File: config.mk
export PLATFORM = sky130hd
export DESIGN_NAME = cmp_flag_monitor
export DESIGN_NICKNAME = d
export VERILOG_FILES = /design/src/rtl/cmp_flag_pkg.sv /design/src/rtl/cmp_flag_checker.sv /design/src/rtl/cmp_flag_monitor.sv
export SDC_FILE = /design/constraint.sdc
export NUM_CORES = 1
export LEC_CHECK = 0
export BUFFER_PORTS_ARGS = -buffer_cell sky130_fd_sc_hd__buf_2
export CORE_MARGIN = 2
export CORE_UTILIZATION = 56
export CTS_CLUSTER_SIZE = 16
export DETAILED_ROUTE_END_ITERATION = 10
export GPL_TIMING_DRIVEN = 0
export PLACE_DENSITY = 0.88
export SYNTH_ARGS = -nofsm -noshare
export SYNTH_HDL_FRONTEND = slang
export SYNTH_HIERARCHICAL = 1
export SYNTH_SLANG_ARGS = --single-unit
File: constraint.sdc
create_clock -name clk -period 4.2 [get_ports clk]
set_clock_uncertainty 0.15 [all_clocks]
set_input_delay 0.84 -clock clk [delete_from_list [all_inputs] [get_ports clk]]
set_output_delay 0.84 -clock clk [all_outputs]
set_load 0.03 [all_outputs]
File: src/rtl/cmp_flag_pkg.sv
// Shared definitions for the compare-flag monitor: flag bit positions,
// invariant indices and the run-control state encoding.
package cmp_flag_pkg;

  localparam int NUM_FLAGS = 8;

  localparam int FLAG_EQ       = 7;
  localparam int FLAG_NEQ      = 6;
  localparam int FLAG_LT       = 5;
  localparam int FLAG_LE       = 4;
  localparam int FLAG_GT       = 3;
  localparam int FLAG_GE       = 2;
  localparam int FLAG_CASE_EQ  = 1;
  localparam int FLAG_CASE_NEQ = 0;

  localparam int I_EQ_NEQ    = 0;
  localparam int I_LT_GE     = 1;
  localparam int I_GT_LE     = 2;
  localparam int I_LE_DEF    = 3;
  localparam int I_GE_DEF    = 4;
  localparam int I_CASE_PAIR = 5;
  localparam int I_CASE_EQ   = 6;
  localparam int I_ONE_HOT   = 7;

  // Field order mirrors the bit order of the flag vector (eq is the MSB).
  typedef struct packed {
    logic eq;
    logic neq;
    logic lt;
    logic le;
    logic gt;
    logic ge;
    logic case_eq;
    logic case_neq;
  } flag_vec_t;

  typedef enum logic [1:0] {
    IDLE = 2'd0,
    RUN  = 2'd1,
    DONE = 2'd2
  } mon_state_t;

endpackage

File: src/rtl/cmp_flag_checker.sv
// Combinational consistency check of one compare-flag vector; bit i of v
// is set when invariant i does not hold.
module cmp_flag_checker
  import cmp_flag_pkg::*;
(
  input  logic [NUM_FLAGS-1:0] flags,
  output logic [NUM_FLAGS-1:0] v
);

  flag_vec_t f;
  logic      one_hot;

  assign f = flag_vec_t'(flags);

  // Exactly one of three: odd parity but not all three set.
  assign one_hot = (f.lt ^ f.eq ^ f.gt) & ~(f.lt & f.eq & f.gt);

  always_comb begin
    v              = '0;
    v[I_EQ_NEQ]    = ~(f.eq ^ f.neq);
    v[I_LT_GE]     = ~(f.lt ^ f.ge);
    v[I_GT_LE]     = ~(f.gt ^ f.le);
    v[I_LE_DEF]    = f.le ^ (f.lt | f.eq);
    v[I_GE_DEF]    = f.ge ^ (f.gt | f.eq);
    v[I_CASE_PAIR] = ~(f.case_eq ^ f.case_neq);
    v[I_CASE_EQ]   = f.case_eq ^ f.eq;
    v[I_ONE_HOT]   = ~one_hot;
  end

endmodule

File: src/rtl/cmp_flag_monitor.sv
// Run-based monitor for the compare-flag stream: counts samples and
// violations, captures the first failing beat and folds every beat into a MISR.
module cmp_flag_monitor
  import cmp_flag_pkg::*;
#(
  parameter int              CNT_W    = 16,
  parameter int              SIG_W    = 16,
  parameter logic [SIG_W-1:0] SIG_POLY = SIG_W'(16'h1021),
  parameter logic [SIG_W-1:0] SIG_SEED = '1
) (
  input  logic                 clk,
  input  logic                 rst_n,
  input  logic                 start,
  input  logic [CNT_W-1:0]     num_samples,
  input  logic                 in_valid,
  output logic                 in_ready,
  input  logic [NUM_FLAGS-1:0] flags,
  output logic                 busy,
  output logic                 done,
  output logic [CNT_W-1:0]     sample_cnt,
  output logic [CNT_W-1:0]     err_cnt,
  output logic [NUM_FLAGS-1:0] err_mask,
  output logic [NUM_FLAGS-1:0] first_err_flags,
  output logic [CNT_W-1:0]     first_err_idx,
  output logic [SIG_W-1:0]     signature
);

  mon_state_t           state_q, state_d;
  logic [CNT_W-1:0]     num_q, num_d;
  logic [CNT_W-1:0]     sample_cnt_q, sample_cnt_d;
  logic [CNT_W-1:0]     err_cnt_q, err_cnt_d;
  logic [NUM_FLAGS-1:0] err_mask_q, err_mask_d;
  logic [NUM_FLAGS-1:0] first_flags_q, first_flags_d;
  logic [CNT_W-1:0]     first_idx_q, first_idx_d;
  logic [SIG_W-1:0]     sig_q, sig_d;

  logic [NUM_FLAGS-1:0] viol;
  logic [CNT_W-1:0]     cnt_inc;
  logic [SIG_W-1:0]     sig_next;
  logic                 accept;

  cmp_flag_checker u_checker (
    .flags (flags),
    .v     (viol)
  );

  // start wins over a coincident beat, so it also closes the ready window.
  assign in_ready = (state_q == RUN) & ~start;
  assign accept   = in_valid & in_ready;
  assign cnt_inc  = sample_cnt_q + CNT_W'(1);

  assign sig_next = {sig_q[SIG_W-2:0], 1'b0}
                  ^ (sig_q[SIG_W-1] ? SIG_POLY : '0)
                  ^ SIG_W'(flags);

  always_comb begin
    state_d       = state_q;
    num_d         = num_q;
    sample_cnt_d  = sample_cnt_q;
    err_cnt_d     = err_cnt_q;
    err_mask_d    = err_mask_q;
    first_flags_d = first_flags_q;
    first_idx_d   = first_idx_q;
    sig_d         = sig_q;

    if (start) begin
      num_d         = num_samples;
      sample_cnt_d  = '0;
      err_cnt_d     = '0;
      err_mask_d    = '0;
      first_flags_d = '0;
      first_idx_d   = '0;
      sig_d         = SIG_SEED;
      state_d       = (num_samples == '0) ? DONE : RUN;
    end else if (accept) begin
      sample_cnt_d = cnt_inc;
      sig_d        = sig_next;
      if (viol != '0) begin
        if (err_cnt_q == '0) begin
          first_flags_d = flags;
          first_idx_d   = sample_cnt_q;
        end
        if (err_cnt_q != '1)
          err_cnt_d = err_cnt_q + CNT_W'(1);
        err_mask_d = err_mask_q | viol;
      end
      if (cnt_inc == num_q)
        state_d = DONE;
    end
  end

  always_ff @(posedge clk or negedge rst_n) begin
    if (!rst_n) begin
      state_q       <= IDLE;
      num_q         <= '0;
      sample_cnt_q  <= '0;
      err_cnt_q     <= '0;
      err_mask_q    <= '0;
      first_flags_q <= '0;
      first_idx_q   <= '0;
      sig_q         <= SIG_SEED;
    end else begin
      state_q       <= state_d;
      num_q         <= num_d;
      sample_cnt_q  <= sample_cnt_d;
      err_cnt_q     <= err_cnt_d;
      err_mask_q    <= err_mask_d;
      first_flags_q <= first_flags_d;
      first_idx_q   <= first_idx_d;
      sig_q         <= sig_d;
    end
  end

  assign busy            = (state_q == RUN);
  assign done            = (state_q == DONE);
  assign sample_cnt      = sample_cnt_q;
  assign err_cnt         = err_cnt_q;
  assign err_mask        = err_mask_q;
  assign first_err_flags = first_flags_q;
  assign first_err_idx   = first_idx_q;
  assign signature       = sig_q;

endmodule

# [Yosys cells after proc, flatten, opt, wreduce, memory -nomap -nowiden]
# Index checks and enable logic that the tools add are counted.
[totals] regBits=98 input_bits=28 elab_cells=76
[classes] eq_ne=4 reduce_logical=12 add_sub_neg=2 n_bitwise=26 muxes=24
[ops] operator="$mux 16" count=12
[ops] operator="$mux 8" count=7
[ops] operator="$add 16x1->16 const B" count=2
[ops] operator="$logic_not 16->1" count=2
[ops] operator="$eq 16x16->1" count=1
[ops] operator="$ne 16x16->1 const B" count=1
[ops] operator="$xor 16x13->16" count=1
[ops] operator="$xor 16x8->16" count=1
[ops] operator="$mux 13" count=1
[ops] operator="$reduce_bool 2->1" count=5
[ops] operator="$xor 1x1->1" count=9
[ops] operator="$mux 2" count=4
[ops] operator="$or 8x8->8" count=1
[ops] operator="$reduce_bool 8->1" count=1
[ops] operator="$not 1->1" count=7
[ops] operator="$reduce_and 3->1" count=2
[ops] operator="$and 1x1->1" count=5
[ops] operator="$reduce_and 2->1" count=2
[ops] operator="$eq 2x1->1 const B" count=1
[ops] operator="$eq 2x2->1 const B" count=1
[ops] operator="$or 1x1->1" count=2

# [Depth between registers and ports, before layout]
[logic_depth] depth_word=9 ltp_mapped=12

# [Hierarchy]
# Netlist, hierarchy kept.
[by_module_without_submodules] module="cmp_flag_monitor" cells_per_inst=489 area_each_um2=4949.7 instances=1
[by_module_without_submodules] module="cmp_flag_checker" cells_per_inst=14 area_each_um2=111.4 instances=1

# [Worst setup path after synthesis]
# Ideal clock, no wire load.
[synth_timing] path_type="input-to-reg" startpoint="in flags[5]" endpoint="reg first_idx_q[2], in the netlist first_err_idx[2]" t_required_ns=3.918 path_slack_ns=1.341 arrival_time_ns=2.577 stages=12 cell_sequence="inv_1 -> ha_1 -> nor2_1 -> mux2i_1 -> nor4_1 -> a21oi_1 -> nor2_1 -> or3_1 -> buf_2 -> buf_2 -> mux2i_1 -> nor2_1"
[synth_via] elab_chain_cells=8 elab_cells_between_ends=14
[synth_lines] element="start: declaration" line="cmp_flag_monitor.sv:17" text="input logic [NUM_FLAGS-1:0] flags,"
[synth_lines] element="$and 1x1->1 (2 in a row)" line="cmp_flag_checker.sv:16" text="assign one_hot = (f.lt ^ f.eq ^ f.gt) & ~(f.lt & f.eq & f.gt);"
[synth_lines] element="$not 1->1" line="cmp_flag_checker.sv:16"
[synth_lines] element="$and 1x1->1 *" line="cmp_flag_checker.sv:16"
[synth_lines] element="$not 1->1 *" line="cmp_flag_checker.sv:27" text="v[I_ONE_HOT] = ~one_hot;"
[synth_lines] element="net viol[7]" line="cmp_flag_monitor.sv:37" text="logic [NUM_FLAGS-1:0] viol;"
[synth_lines] element="$reduce_bool 8->1 *" line="cmp_flag_monitor.sv:78" text="if (viol != '0) begin"
[synth_lines] element="$reduce_bool 2->1 (no source line) *"
[synth_lines] element="$reduce_and 3->1 (no source line) *"
[synth_lines] element="end signal: assignment" line="cmp_flag_monitor.sv:109" text="first_idx_q <= first_idx_d;"
[synth_lines] element="end: declaration" line="cmp_flag_monitor.sv:34" text="logic [CNT_W-1:0] first_idx_q, first_idx_d;"
# The timed path passes the listed nets; every way through them passes the cells marked *.
# A chain may end at the register's enable or synchronous reset.

# [Final worst setup path]
[layout_timing] startpoint="in flags[7]" endpoint="reg first_idx_q[8], in the netlist first_err_idx[8]"
# Same word-level chain as after synthesis.

==> results.yml <==
route:
  dr_total_vias: 4295
  via_per_inst: 5.82
  drc: 0
  drtPass1Iterations: 5
  ant_nets: 0
  routedWlPerCell_um: 17.5
  wirelength_mm: 12.9
  drt-initial-drc-count: 248
synthesis:
  ys_warn_count: 6
  synthTopCellsByCount: "dfrtp_1, nor2_1, xnor2_1"
  synth-edff-count: 0
  yosysMostFrequentCell: "dfrtp_1"
  syn_area_sq_um: 5060
  ys_types: 59
  async_flop_share_pct: 100
  synth_top_cell_by_area: "dfrtp_1"
  ys.flop_type: "dfrtp_1"
  syn_inst: 503
  synth_seq_cells: 98
  synth.yosys.seq_area_share_pct: 48.9
  synth_top_area_share_pct: 40.5
  syn-num-nets: 536
  avgSynthCellArea_sq_um: 10.1
  yosys-top-cells-area: "dfrtp_1, dfstp_2, xnor2_1"
clocking:
  post_cts_buffers: 0
  cts_buffer_depth: 2
  hold_buffers: 0
  clkSinkCount: 98
  tritoncts: "yes"
  htreeDepth: 3
  cts_resized: 0
  cts_root_buf: "clkbuf_8"
  cts_made_buffers: 9
  clkTransAtPathRegs_ns: 0.11
  insertion_delay_ns: 0.36
setup_path:
  critPathTopFamily: "simple AND/OR/NAND/NOR gates"
  crit_slowest_cell: "buf_2"
  crit_chain: "buf_2 > inv_1 > ha_1 > nor2_1 > mux2i_1 > nor4_1 > a21oi_1 > nor2_1 > or3_1 > buf_2 > buf_2 > mux2i_1 > nor2_1"
  worstReg2RegStart: "sample_cnt[0]"
  reg2reg_slack_ns: 1.41
  r2r_cells: 8
  max_stage_delay_ns: 0.35
  arrival_ns: 3.29
  worstReg2RegEnd: "state_q[0]"
  critPathMaxFanout: 10
  worstPathRequired_ns: 4.29
  cp_num_buf_inv: 4
  critPathLaunchType: "input pin"
  cp-end-kind: "flop"
  crit_type: "input pin to flop"
global_route:
  antenna_found_initial: 0
  grt_pass1_vias: 4044
  grt_usage_pct: 26.2
  grt_pass1_wl_mm: 20.4
  grt_overflow: 0
  grt_max_degree: 54
die:
  ioPinCount: 111
  rows: 34
  core_sq_um: 8760
  chipWidth_um: 99.1
  die_y_um: 99.1
  start_util_pct: 57.8
  die-area_sq_um: 9810
sta:
  drv_slew: 0
  fin_crit_ns: 3.20
  fin_crit_sh_pct: 76.2
  fmax_mhz: 313
  tightest_slew_ns: 0.662
  rsz0062_at_grt: "no"
  setup_viol: 0
  relSlewSlack_pct: 55.9
  finalHoldViolCount: 0
  fin_tns_setup_ns: 0
hold_path:
  hp-class: "input pin to asynchronous set/reset pin"
placement:
  io_buffers: 110
  hpwl_mm: 9.39
  place.gp.congestion: 0.910
  dpl_cell_area_sq_um: 5780
  dp_cells: 722
layout:
  drive_gt1_share_pct: 28.6
  syn2layout_area_growth_pct: 17.7
  postLayoutCellArea_sq_um: 5960
  num_antenna_cells: 0
  utilization_pct: 68.0
  multiInputGateArea_sq_um: 2380
  stdcell_count: 738
  final-seq-area_sq_um: 2470
  design.final.nets: 658
  fillerInstances: 688
outcome:
  outcome: "complete, no violations"
power:
  total_leakage_power_nw: 2.87
  peakVddDrop_mv: 0.202
  power_density_nw_per_um2: 327
flow_run:
  max_cap_viol_count: 0
[cell type report]
type	count	area share (%)
repair buffers	111	9.75
clock buffers	9	2.08
well taps	108	2.27
multi-input cells	361	40.0
inverters	12	0.756
flip-flops and latches	98	41.5
plain buffers	32	2.67
clock inverters	7	0.945
[metal layers]
metal  wire (um)  global-route usage (%)  up-vias
met4         286                    9.27        0
li1            -                       -     1987
met5           0                       0        -
met2        6430                    42.8      195
met3         864                    4.11       31
met1        5320                    35.7     2082
[worst register-to-register path, delay by kind of cell, from the launching register on]
family                     cells  cell delay, ns
xor gates and xnor gates       1            0.16
AOI/OAI and AO/OA              2            0.30
and+or+nand+nor                3            1.03
buffers and inverters          1            0.23
DFF                            1            0.52
adders and majority gates      1            0.28
[registers in the layout (all words and copies together) (netlist names)]
register         count
first_err_idx       16
first_err_flags      8
signature           16
sample_cnt          16
err_mask             8
state_q              2
err_cnt             16
num_q               16
[power by group]
group / switching [mW] / total, mW / internal, mW
Combinational: 0.210 / 0.332 / 0.122
Clock: 0.362 / 0.590 / 0.228
Sequential: 0.0374 / 1.03 / 0.990
[cell families (layout without fill, tap and decap cells)]
family                   after synthesis  in the layout  synth area share, %
AND/OR/NAND/NOR                      200            200                 20.1
XOR/XNOR                              55             55                 9.52
adder cells (fa/ha/maj)                5              5                 1.24
AO/OA/AOI/OAI                         59             59                 7.59
multiplexers                          42             42                 8.68
flip-flops                            98             98                 48.9
buffers and inverters                 44            171                 4.03
[stage by stage]
step | hold slack (ns) | total power [mW] | setup slack (ns)
floorplan | 0.338 | 1.25 | 1.34
global placement | 0.334 | 1.36 | 0.713
detailed placement | 0.342 | 1.37 | 0.604
CTS | 0.341 | 1.95 | 0.991
global route | 0.363 | 2.02 | 0.817
finish | 0.330 | 1.95 | 1.00
[layout by cell type, fill, tap and decap left out, types with 3 or more instances in the layout]
cell type and instances:
a21oi_1 22, a41o_1 3, and2_1 4, buf_1 6, buf_2 119, buf_6 3
clkbuf_1 12, clkbuf_8 9, dfrtp_1 82, dfstp_2 16, ha_1 5, inv_1 12
inv_4 3, inv_6 3, mux2_2 15, mux2i_1 27, nand2_1 31, nand3_1 14
nand4_1 11, nand4bb_1 3, nor2_1 77, nor2b_1 3, nor3_1 13, nor4_1 17
o211ai_1 5, o21ai_0 10, or3_1 4, xnor2_1 43, xor2_1 12
[worst max-delay path by stage]
stage / endpoint / startpoint / depth (start not counted) / slack, ns
6_report: first_err_idx[8] / flags[7] / 13 / 1.00
5_1_grt: first_err_idx[8] / flags[7] / 13 / 0.82
4_1_cts: first_err_idx[8] / flags[7] / 13 / 0.99
3_5_place_dp: first_err_idx[8] / flags[7] / 13 / 0.60
3_3_place_gp: first_err_idx[3] / flags[7] / 13 / 0.71
2_1_floorplan: first_err_idx[2] / flags[5] / 12 / 1.34
(Power assumes the default switching activity.)
